## src/rtl/genius_pkg.sv

```systemverilog
// Shared definitions for the Genius playback sequencer: speed codes, FSM
// state encoding and the length thresholds used by automatic speed selection.
package genius_pkg;

  typedef enum logic [1:0] {
    SPD_025 = 2'd0,
    SPD_05  = 2'd1,
    SPD_1   = 2'd2,
    SPD_2   = 2'd3
  } spd_t;

  typedef enum logic [1:0] {
    ST_IDLE = 2'd0,
    ST_ON   = 2'd1,
    ST_OFF  = 2'd2,
    ST_DONE = 2'd3
  } state_t;

  localparam int unsigned AUTO_TH_05 = 4;
  localparam int unsigned AUTO_TH_1  = 8;
  localparam int unsigned AUTO_TH_2  = 12;

  // Longer sequences play faster so the total playback time stays bounded.
  function automatic spd_t auto_spd(input int unsigned len);
    if (len < AUTO_TH_05)     return SPD_025;
    else if (len < AUTO_TH_1) return SPD_05;
    else if (len < AUTO_TH_2) return SPD_1;
    else                      return SPD_2;
  endfunction

endpackage

```

## src/rtl/fsm_playback_sched_edge_rise.sv

```systemverilog
// Rising-edge detector for one divider rate. The input is already synchronous
// to the system clock; the history flop resets low so a level that is high
// right after reset is seen as a rising edge.
module edge_rise (
  input  logic clk,
  input  logic rst,
  input  logic level,
  output logic pulse
);

  logic level_q;

  // One-cycle history of the input level.
  always_ff @(posedge clk or posedge rst) begin
    if (rst) level_q <= 1'b0;
    else     level_q <= level;
  end

  assign pulse = level & ~level_q;

endmodule

```

## src/rtl/fsm_playback_sched.sv

```systemverilog
// Step-playback sequencer: turns the selected divider rate into tick pulses
// and walks through len steps, each an LED-on phase then an LED-off phase.
// Build option PLAYBACK_AUTOSPD_EN: derive the playback speed from len_i
// instead of spd_i (ports unchanged).
module fsm_playback_sched
  import genius_pkg::*;
#(
  parameter int LEN_W     = 5,
  parameter int ON_TICKS  = 2,
  parameter int OFF_TICKS = 1
) (
  input  logic             clk_i,
  input  logic             r_i,
  input  logic             c025_i,
  input  logic             c05_i,
  input  logic             c1_i,
  input  logic             c2_i,
  input  logic [1:0]       spd_i,
  input  logic [LEN_W-1:0] len_i,
  input  logic             start_i,
  output logic             tick_o,
  output logic [LEN_W-1:0] step_o,
  output logic             led_on_o,
  output logic             busy_o,
  output logic             done_o
);

  localparam int CNT_MAX = (ON_TICKS > OFF_TICKS) ? ON_TICKS : OFF_TICKS;
  localparam int CW      = $clog2(CNT_MAX + 1);

  logic [3:0]       levels;
  logic [3:0]       edges;
  logic             sel;
  spd_t             spd_start;
  spd_t             spd_q;
  state_t           state;
  logic [CW-1:0]    cnt;
  logic [LEN_W-1:0] len_q;

  assign levels = {c2_i, c1_i, c05_i, c025_i};

  // Edges are detected per rate before the mux, so a speed change never
  // manufactures an edge out of differing levels.
  for (genvar g = 0; g < 4; g++) begin : g_edge
    edge_rise u_edge (
      .clk   (clk_i),
      .rst   (r_i),
      .level (levels[g]),
      .pulse (edges[g])
    );
  end

`ifdef PLAYBACK_AUTOSPD_EN
  logic unused_spd;
  assign unused_spd = ^spd_i;
  assign spd_start  = auto_spd(32'(len_i));
`else
  assign spd_start  = spd_t'(spd_i);
`endif

  // Pick the edge of the speed latched at start.
  always_comb begin
    sel = 1'b0;
    case (spd_q)
      SPD_025: sel = edges[0];
      SPD_05:  sel = edges[1];
      SPD_1:   sel = edges[2];
      SPD_2:   sel = edges[3];
      default: sel = 1'b0;
    endcase
  end

  // Playback FSM with registered outputs.
  always_ff @(posedge clk_i or posedge r_i) begin
    if (r_i) begin
      state    <= ST_IDLE;
      spd_q    <= SPD_025;
      len_q    <= '0;
      cnt      <= '0;
      tick_o   <= 1'b0;
      step_o   <= '0;
      led_on_o <= 1'b0;
      busy_o   <= 1'b0;
      done_o   <= 1'b0;
    end else begin
      done_o <= 1'b0;
      tick_o <= sel & ((state == ST_ON) || (state == ST_OFF));
      case (state)
        ST_IDLE: begin
          if (start_i) begin
            spd_q  <= spd_start;
            len_q  <= len_i;
            cnt    <= '0;
            step_o <= '0;
            busy_o <= 1'b1;
            if (len_i == '0) begin
              state <= ST_DONE;
            end else begin
              state    <= ST_ON;
              led_on_o <= 1'b1;
            end
          end
        end
        ST_ON: begin
          if (sel) begin
            if (cnt == CW'(ON_TICKS - 1)) begin
              cnt      <= '0;
              led_on_o <= 1'b0;
              state    <= ST_OFF;
            end else begin
              cnt <= cnt + CW'(1);
            end
          end
        end
        ST_OFF: begin
          if (sel) begin
            if (cnt == CW'(OFF_TICKS - 1)) begin
              cnt <= '0;
              if (step_o == len_q - LEN_W'(1)) begin
                state <= ST_DONE;
              end else begin
                step_o   <= step_o + LEN_W'(1);
                led_on_o <= 1'b1;
                state    <= ST_ON;
              end
            end else begin
              cnt <= cnt + CW'(1);
            end
          end
        end
        ST_DONE: begin
          done_o <= 1'b1;
          busy_o <= 1'b0;
          state  <= ST_IDLE;
        end
        default: state <= ST_IDLE;
      endcase
    end
  end

endmodule

```

## config.mk

```make
export PLATFORM = sky130hd
export DESIGN_NAME = fsm_playback_sched
export DESIGN_NICKNAME = d
export VERILOG_FILES = /design/src/rtl/genius_pkg.sv /design/src/rtl/fsm_playback_sched_edge_rise.sv /design/src/rtl/fsm_playback_sched.sv
export SDC_FILE = /design/constraint.sdc
export NUM_CORES = 1
export LEC_CHECK = 0
export CORE_ASPECT_RATIO = 0.75
export CORE_MARGIN = 2
export CORE_UTILIZATION = 40
export DETAILED_ROUTE_END_ITERATION = 8
export SYNTH_ARGS = -nofsm -noshare
export SYNTH_HDL_FRONTEND = slang
export SYNTH_SLANG_ARGS = --single-unit
```

## constraint.sdc

```tcl
create_clock -name clk_i -period 5.3 [get_ports clk_i]
set_input_delay 1.06 -clock clk_i [delete_from_list [all_inputs] [get_ports clk_i]]
set_output_delay 1.06 -clock clk_i [all_outputs]
set_load 0.05 [all_outputs]
```

# Word level (Yosys, flattened, before mapping)
# Index checks and enable logic that the tools add are counted.
[totals]
word_cells = 85
output_inout_bits = 9
ff_bits = 24
[op_classes]
n_bitwise = 9
muxes = 31
n_reduce_logical = 14
add_sub_neg = 3
n_eq_ne = 15
[ops]
columns = ["cell", "n"]
rows = [
  ["$mux 2", 12],
  ["$mux 5", 4],
  ["$ne 2x2->1 const B", 5],
  ["$pmux 5 s2", 1],
  ["$reduce_and 5->1", 2],
  ["$mux 1", 9],
  ["$eq 2x2->1 const B", 4],
  ["$pmux 2 s4", 1],
  ["$reduce_and 8->1", 1],
  ["$eq 2x1->1 const B", 3],
  ["$logic_not 2->1", 3],
  ["$pmux 2 s3", 1],
  ["$add 5x1->5 const B", 1],
  ["$and 1x1->1", 5],
  ["$eq 5x5->1", 1],
  ["$logic_not 5->1", 1],
  ["$sub 5x1->5 const B", 1],
  ["$ne 2x1->1 const B", 2],
  ["$not 1->1", 4],
  ["$pmux 1 s4", 1],
  ["$reduce_and 2->1", 2],
  ["$reduce_and 4->1", 1],
  ["$reduce_bool 2->1", 2],
  ["$pmux 1 s3", 1],
  ["other kinds (4)", 4],
]

# Depth between registers and ports, before layout
# Gate-level depths: netlist of run 1.
[logic_depth]
ltp_word = 6
ltp_mapped = 8
ltp_nobuf = 8

# Modules after synthesis
# A second synthesis of run 1 with hierarchy kept.
[unflattened]
hier_cells = 132
area_unflattened_um2 = 1445.1
[by_module_without_submodules]
columns = ["mod", "cells_each", "n_inst", "area_per_inst_um2"]
rows = [
  ["fsm_playback_sched", 120, 1, 1275.0],
  ["edge_rise", 3, 4, 42.5],
]

# Worst setup path after synthesis of run 1
# No wires, ideal clock.
[synth_path]
path_kind = "input to register"
from = "input port c2_i"
to = "register step_o[4]"
setup_slack_ns = 2.976
path_stages = 6
t_required_ns = 5.145
setup_time_ns = 0.155
arrival_time_ns = 2.169
path_cell_list = "nor2b_1 mux4_2 and4_1 o21ai_2 o21ba_1 a31oi_1"
[synth_via]
elab_chain_cells = 4
[synth_lines]
columns = ["element", "line", "text"]
rows = [
  ["start, declared", "fsm_playback_sched.sv:17", "input logic c2_i,"],
  ["$and 1x1->1", "fsm_playback_sched_edge_rise.sv:19", "assign pulse = level & ~level_q;"],
  ["$pmux 1 s4", "fsm_playback_sched.sv:64", "case (spd_q)"],
  ["$ne 2x2->1 (no source line)", "n/a", ""],
  ["$reduce_and 5->1 (no source line)", "n/a", ""],
  ["end signal, assigned", "fsm_playback_sched.sv:122", "step_o <= step_o + LEN_W'(1);"],
  ["end, declared", "fsm_playback_sched.sv:22", "output logic [LEN_W-1:0] step_o,"],
]
# No other way between the ends.
# A chain may end at the register's enable or synchronous reset.

# Worst setup path in the final report of run 1
[layout_path]
from = "register step_o[2]"
to = "output port step_o[2]"
# No word-level cell between the ends.

==> out/qor.yml, run 1 <==
cp_num_buf_inv: 1
arrival_ps: 1600
drive_above_1_share: 0.136
setup_viol_count_final: 0
seq_power_share: 0.322
row_count: 18
hold_violations: 0
dr.first_iter.drc_count: 48
netlist-cell-type-count: 39
cts_resized: 0
coreArea_um2: 3270
path_class: "reg2out"
hold_class: "reg2reg"
wire_per_inst_um: 14.5
drt-vias-per-instance: 5.18
post_dp_cell_area_um2: 1620
grt_max_degree: 25
drc_errors: 0
regArea_um2: 601
worstPathCellList: "clkdlybuf4s50_1"
fin_nets: 172
fmax_mhz: 376
cts_buffers: 3
timing.final.crit_share: 0.502
final_cell_area_um2: 1690
swShare: 0.417
p_leak_nw: 0.697
synth_area_per_cell_um2: 11.1
multiInputGateArea_um2: 704
cp-start-kind: "flip-flop"
ios: 23
grt.total_usage: 0.159
antenna_found_initial: 0
critPathMaxFanout: 8
synth_edf_count: 0
ys_seq_area_frac: 0.445
combPwrFrac: 0.506
synthesis.area_um2: 1350
clock_path_buffers: 2
ys_async_sr_fraction: 1.00
floorplan.die_area_um2: 3860
setup_tns_ps: 0
area_delta_synth_final_pct: 25.0
required_ps: 4240
yosys_warnings: 0
synth_nets: 146
synth_ff_type: "dfrtp_1"
die_w_um: 71.1
placedCellCount: 183
slowest_delay_ps: 850
firstDrtPassIters: 4
fin_worst_skew_ps: 4.94
place.gp.congestion: 0.791
grt_pass1_wl_um: 4650
antenna_cells: 0
dp_slack_ps: 2440
overflow: 0
critPathCaptureType: "primary output"
holdWs_ps: 525
min_period_ps: 2660
ir_drop_v: 0.000247
mostFrequentLayoutCells: "dfrtp_1, clkdlybuf4s50_1, inv_1"
switchingPower_uw: 388
cts_setup_buffers: 0
dr_total_vias: 969
hpwl_um: 2120
p_clk_frac: 0.173
io_buffers: 22
htree_num_levels: 1
start_util: 0.413
maxCapViolCount: 0
power.density_nw_per_um2: 551
root_buffer: "clkbuf_8"
layout_commonest_cell: "dfrtp_1"
status: "finished, final reports clean"
cts_hold_buf: 0
layout_setup_ws_ps: 2640
critPathTopFamily: "buffers and inverters"
cts.clk_slew.worst_paths_ps: 90
wirelength_um: 2710
p_int_uw: 542
slew-limit-headroom: 0.380
clock_sinks: 24
cts_tree: "done"
worstMarginPinSlew_ps: 930
fp.dieH_um: 54.3
fin_cells: 187
syn_inst: 122
critPathSlowestCell: "clkdlybuf4s50_1"
clkLatencyLatePin_ps: 270
rsz0062_at_grt: "false"
finalMaxSlewViolations: 0
antenna_left: 0
grt_pass1_vias: 994
synth_seq_cells: 24
fillers: 288
==> cell usage after synthesis, types with 2 or more instances <==
cell       n  area [µm²]
dfrtp_1   24         601
inv_1     11        41.3
ha_1      10         125
nand2_1   10        37.5
mux2_2     7        78.8
nor2_1     7        26.3
nor2b_1    5        31.3
a21oi_1    4        20.0
nand2b_1   4        25.0
a31oi_1    3        18.8
o21ai_0    3        15.0
a31oi_4    2        42.5
mux2i_1    2        20.0
nand3_1    2        10.0
o21ba_1    2        20.0
o41ai_1    2        17.5
xnor2_1    2        17.5
==> sequential cells by signal, indices dropped and copies added (netlist names) <==
name                   count
busy_o                     1
g_edge.u_edge.level_q      4
cnt                        2
state                      2
done_o                     1
spd_q                      2
step_o                     5
tick_o                     1
len_q                      5
led_on_o                   1
==> routing by layer <==
metal | vias up | routed length, µm | GRT usage
met3 | 4 | 114 | 0.0331
met5 | - | 0 | 0
met1 | 469 | 1330 | 0.203
met2 | 16 | 1240 | 0.280
li1 | 480 | - | -
met4 | 0 | 27 | 0.0472
==> through the flow <==
stage	utilization	power [mW]
CTS	0.517	0.943
global placement	0.495	0.768
finish	0.517	0.930
global route	0.517	0.995
floorplan	-	0.653
detailed placement	0.495	0.778
==> logic make-up after synthesis <==
logic type / Yosys count / share of synthesized area
simple gates: 36 / 0.145
compound gates: 26 / 0.163
flops: 24 / 0.445
mux: 10 / 0.0899
buf+inv: 12 / 0.0334
xor+xnor: 4 / 0.0315
fa+ha+maj: 10 / 0.0927
==> cell type report <==
| type | count | share of cell area |
|---|---|---|
| Tap cell | 40 | 0.0297 |
| Clock buffer | 3 | 0.0245 |
| Sequential cell | 24 | 0.356 |
| Clock inverter | 1 | 0.0178 |
| Inverter | 11 | 0.0245 |
| Timing Repair Buffer | 22 | 0.130 |
| Multi-Input combinational cell | 86 | 0.417 |
==> power by group through the flow <==
| stage | Clock (mW) | Sequential, mW | Combinational, mW |
|---|---|---|---|
| final | 0.160 | 0.299 | 0.470 |
| after global routing | 0.172 | 0.309 | 0.514 |
| after CTS | 0.166 | 0.300 | 0.477 |
| after detailed placement | 0 | 0.304 | 0.474 |
| after global placement | 0 | 0.301 | 0.467 |
| after floorplan | 0 | 0.358 | 0.295 |
==> path summary, 6_finish.rpt <==
path | startpoint | to | slack, ps | cells past startpoint
min in group asynchronous | r_i | len_q[3] | 1300 | 2
max in group asynchronous | r_i | cnt[0] | 3430 | 2
worst min register to register | spd_q[0] | spd_q[0] | 520 | 1
worst max-delay path | step_o[2] | step_o[2] | 2640 | 1
worst min-delay path | spd_q[0] | spd_q[0] | 520 | 1
worst max register to register | len_q[0] | step_o[1] | 3300 | 8
Note: power is estimated with default switching activity, not from simulation.
==> run 2: changes to the inputs <==
Settings changed: PLACE_DENSITY set to 0.65.
Clock period 5.3 ns to 2.4 ns, I/O delays scaled along.
==> out/qor.yml, run 2 (synthesis results as in run 1) <==
critPathCaptureType: "primary output"  # unchanged
antenna_cells: 0  # unchanged
min_period_ps: 2070
htree_num_levels: 1  # unchanged
root_buffer: "clkbuf_8"  # unchanged
cts.clk_slew.worst_paths_ps: 90  # about the same
firstDrtPassIters: 4  # unchanged
layout_setup_ws_ps: 326  # was 2640 ps
wirelength_um: 2740  # was 2710 µm
antenna_found_initial: 0  # unchanged
finalMaxSlewViolations: 0  # unchanged
dr.first_iter.drc_count: 64  # was 48
reg.largest.list: "len_q x5, step_o x5, g_edge.u_edge.level_q x4"  # unchanged
critPathMaxFanout: 8  # unchanged
row_count: 18  # unchanged
drt-vias-per-instance: 5.08  # was 5.18
arrival_ps: 1590  # was 1600 ps
p_leak_nw: 0.695  # was 0.697 nW
power.density_nw_per_um2: 1190  # was 551 nW/µm²
die_w_um: 71.1  # unchanged
coreArea_um2: 3270  # unchanged
fin_worst_skew_ps: 3.89  # was 4.94 ps
drive_above_1_share: 0.142  # was 0.136
ios: 23  # unchanged
setup_tns_ps: 0  # unchanged
worstPathCellList: "clkdlybuf4s50_1"  # unchanged
cts_resized: 0  # unchanged
grt_max_degree: 25  # unchanged
maxCapViolCount: 0  # unchanged
clock_sinks: 24  # unchanged
antenna_left: 0  # unchanged
required_ps: 1920  # was 4240 ps
fin_nets: 173  # was 172
reg2reg_slack_ps: 370  # was 3300 ps
grt.total_usage: 0.161  # was 0.159
setup_viol_count_final: 0  # unchanged
cts_setup_buffers: 0  # unchanged
rr_startpoint: "len_q[0]"  # unchanged
cts_buffers: 3  # unchanged
io_buffers: 22  # unchanged
floorplan.die_area_um2: 3860  # unchanged
grt_pass1_vias: 931  # was 994
cp-start-kind: "flip-flop"  # unchanged
cp_num_buf_inv: 1  # unchanged
min_to: "busy_o"  # was spd_q[0]
rr_worst_depth: 8  # unchanged
reg2reg_to: "step_o[1]"  # unchanged
hp-start: "busy_o"  # was spd_q[0]
status: "finished, final reports clean"  # unchanged
clock_path_buffers: 2  # unchanged
worstMarginPinSlew_ps: 515  # was 930 ps
dr_total_vias: 955  # was 969
final_cell_area_um2: 1680  # was 1690 µm²
mostFrequentLayoutCells: "dfrtp_1, clkdlybuf4s50_1, inv_1"  # unchanged
drc_errors: 0  # unchanged
rsz0062_at_grt: "false"  # unchanged
cts_tree: "done"  # unchanged
hold_class: "reg2reg"  # unchanged
critPathTopFamily: "buffers and inverters"  # unchanged
path_class: "reg2out"  # unchanged
ir_drop_v: 0.000713  # was 0.000247 V
overflow: 0  # unchanged
wire_per_inst_um: 14.6  # was 14.5 µm
grt_pass1_wl_um: 4660  # was 4650 µm
dp_slack_ps: 143  # was 2440 ps
fillers: 307  # was 288
place.gp.congestion: 0.772  # was 0.791
timing.final.crit_share: 0.864
start_util: 0.413  # unchanged
slowest_delay_ps: 850  # about the same
fp.dieH_um: 54.3  # unchanged
post_dp_cell_area_um2: 1620  # about the same
hold_violations: 0  # unchanged
holdWs_ps: 519  # was 525 ps
clkLatencyLatePin_ps: 270  # about the same
hpwl_um: 2090  # was 2120 µm
critPathSlowestCell: "clkdlybuf4s50_1"  # unchanged
cts_hold_buf: 0  # unchanged
whs_path_depth: 2  # was 1
slew-limit-headroom: 0.656  # was 0.380
area_delta_synth_final_pct: 24.4  # was 25.0%
fmax_mhz: 482
layout_commonest_cell: "dfrtp_1"  # unchanged
[run 2: cell count changes in the layout (fill, tap and decap cells not counted), sizes merged]
| cell | delta |
|---|---|
| bufinv | -1 |
| clkbuf | +1 |
| buf | +1 |
[run 2: area by class of cell]
cell class / count / area [µm²] / area share
tap: 40 / 50.0 / 0.0298
timing repair buffer: 23 / 228 / 0.136
sequential: 24 / 601 / 0.358
clock buffer: 4 / 55.1 / 0.0328
multi-input combinational: 86 / 704 / 0.420
inverter: 11 / 41.3 / 0.0246
[run 2: how the worst max path moves through the flow]
| stage | start | to | slack (ps) | depth (start not counted) |
|---|---|---|---|---|
| global route | len_q[0] | led_on_o | 180 | 8 |
| finish | step_o[2] | step_o[2] | 330 | 1 |
| global placement | c1_i | step_o[1] | 170 | 6 |
| CTS | step_o[2] | step_o[2] | 310 | 1 |
| floorplan | step_o[2] | step_o[1] | 580 | 5 |
| detailed placement | c025_i | step_o[4] | 140 | 7 |
[run 2: through the flow]
stage,total power [mW],instances,utilization
final,1.99,188,0.514
after global routing,2.14,188,0.514
after CTS,2.01,188,0.514
after detailed placement,1.73,184,0.497
after global placement,1.69,184,0.497
after floorplan,1.44,122,-
[run 2: metal layers]
layer	track usage	wire length [µm]
met5	0	0
met4	0.0283	13
met3	0.0424	100
met2	0.263	1200
met1	0.221	1430
[run 2: where the power goes]
part	internal (mW)	switching, mW
Sequential	0.538	0.128
Combinational	0.436	0.613
Clock	0.146	0.128
Total	1.12	0.869
==> edit 1: new RTL, settings of run 1 <==
Change the parameter `ON_TICKS` from 2 to 4.
--- a/src/rtl/fsm_playback_sched.sv
+++ b/src/rtl/fsm_playback_sched.sv
@@ -6,7 +6,7 @@
   import genius_pkg::*;
 #(
   parameter int LEN_W     = 5,
-  parameter int ON_TICKS  = 2,
+  parameter int ON_TICKS  = 4,
   parameter int OFF_TICKS = 1
 ) (
   input  logic             clk_i,
Behaviour: not the same (a bounded check fails within 10 cycles, from zero or initial values).
==> edit 1 against run 1 <==
  * Total power shrank 11%
  * Critical endpoint unchanged
  * Routed wire length shrank 7.9%
  * Cell area grew 0.59%
  * Count of clock-buffer cells in the layout is the same
  * Sequential share of layout area grew 1.3 points
  * Setup slack lost 0.057 ns
  * Final cell count grew 3.7%
  * Highest routed layer unchanged
  * Critical path type unchanged
  * Sequential cell count grew 1
  * First-iteration DRC count shrank 44%
  * Synthesized cell count grew 6.6%
  * Clock power shrank 29%
  * Area after synthesis grew 3.4%
  * Die area grew 3.2%
  * Hold slack gained 0.0059 ns
==> edit 1: results (changes against run 1) <==
setup_path:
  cp_max_fo: 10  # +2
  worst_ep_arrival_time_ns: 1.66  # +0.06 ns
  slowest_stage: "clkdlybuf4s50_1"
drt:
  drt_wl_total_um: 2500  # -7.9%
  num_vias: 999  # +3.1%
  drtIter0Drc: 27  # -44%
clocking:
  ctsRootBufferMaster: "clkbuf_8"
  cts.reportedPaths.clkPinSlew_ns: 0.09  # about the same
  cts_resized: 0  # unchanged
  numCtsBuffers: 3  # unchanged
  clk_latency_ns: 0.27  # about the same
  postCtsSetupRepairBufs: 0  # unchanged
  clockBufferDepth: 2  # unchanged
finish:
  reg_top3: "len_q (5), step_o (5), g_edge.u_edge.level_q (4)"
  layout-drive-gt1-share: 0.130  # -0.00618
  num-nets-final: 179  # +4.1%
  antenna_cells: 0  # unchanged
  n_fill_cell: 294  # +2.1%
synthesis:
  synth_common_cells: "25 x dfrtp_1, 11 x inv_1, 10 x ha_1"
  synthTopCellsByArea: "dfrtp_1 45%, ha_1 9.0%, mux2_2 6.5%"
  synth_nets: 154  # +5.5%
  synth_seq_area_share: 0.448  # +0.00317
  synth.distinct_cells: 39  # unchanged
place:
  routabilityCongestion: 0.757  # -4.3%
  dp_hpwl_um: 1990  # -6.1%
pwr:
  power.leakage_nw: 0.760  # +9.0%
  ir_drop_v: 0.000196  # -21%
  switchingPower_mw: 0.341  # -12%
global_routing:
  grt_start_max_net_pins: 26  # +4.0%
  grt_pass1_wl_um: 4330  # -6.8%
  grt_pass1_vias: 967  # -2.7%
  grt_use_total: 0.150  # -0.00903
  antenna_found_initial: 0  # unchanged
status:
  outcome: "completed"
sta:
  finalClockSkew_ns: 0.00562  # +0.000671 ns
  tightest_slew_ns: 0.950  # +0.0203 ns
worst_hold_path:
  hold_class: "reg2reg"
==> edit 1: changes by cell type in the layout (fill, tap and decap cells not counted), sizes merged, moves of 3 or more <==
cell / run 1 / this run
a221o: 0 / 4
a31oi: 5 / 1
nand3: 2 / 6
nand2: 10 / 7
o21ai: 5 / 8
==> edit 1: stage by stage <==
| stage | util | hold slack (ns) | worst slack [ns] | cell area (µm²) | instances |
|---|---|---|---|---|---|
| final | 0.513 | 0.531 | 2.58 | 1700 | 194 |
| after global placement | 0.499 | 0.497 | 2.47 | 1650 | 190 |
| after floorplan | - | 0.475 | 2.96 | 1400 | 130 |
| after global routing | 0.513 | 0.553 | 2.52 | 1700 | 194 |
| after CTS | 0.513 | 0.537 | 2.57 | 1700 | 194 |
| after detailed placement | 0.499 | 0.517 | 2.39 | 1650 | 190 |
==> edit 1: cell type report <==
cell class / instances / area, µm² / area share
Clock buffer: 3 / 41.3 / 0.0243
Clock inverter: 1 / 5.00 / 0.00295
Inverter: 11 / 41.3 / 0.0243
Multi-Input combinational cell: 92 / 714 / 0.421
Sequential cell: 25 / 626 / 0.368
Tap cell: 40 / 50.0 / 0.0295
Timing Repair Buffer: 22 / 220 / 0.130
==> edit 1: cell families (layout without fill, tap and decap cells) <==
family                     Yosys count  after routing  share of synthesized area
AOI/OAI and AO/OA                   25             25                      0.139
xor gates and xnor gates             6              6                     0.0376
adders and majority gates           10             10                     0.0896
buffers and inverters               13             37                     0.0403
DFF                                 25             25                      0.448
muxes                                9              9                     0.0806
and+or+nand+nor                     42             42                      0.165
==> edit 1: layer usage <==
layer  GRT usage  part of all wire  vias up
met3      0.0435             0.048        4
met2       0.240              0.45       22
met5           0                 0        -
li1            -                 -      504
met1       0.190              0.48      469
met4      0.0755             0.021        0
==> edit 1: path summary, 6_finish.rpt <==
check,startpoint,slack (ns),cells after the start,end
max,step_o[2],2.58,1,step_o[2]
min,busy_o,0.53,2,busy_o
max reg2reg,len_q[0],3.22,7,step_o[3]
min reg2reg,busy_o,0.53,2,busy_o
max in group asynchronous,r_i,3.42,2,done_o
min in group asynchronous,r_i,1.30,2,step_o[0]
==> edit 1: power groups by stage <==
stage	logic [mW]	clock network (mW)	registers, mW
2_1_floorplan	0.278	0	0.340
3_3_place_gp	0.415	0	0.295
3_5_place_dp	0.423	0	0.299
4_1_cts	0.424	0.118	0.295
5_1_grt	0.467	0.128	0.304
6_report	0.419	0.114	0.293
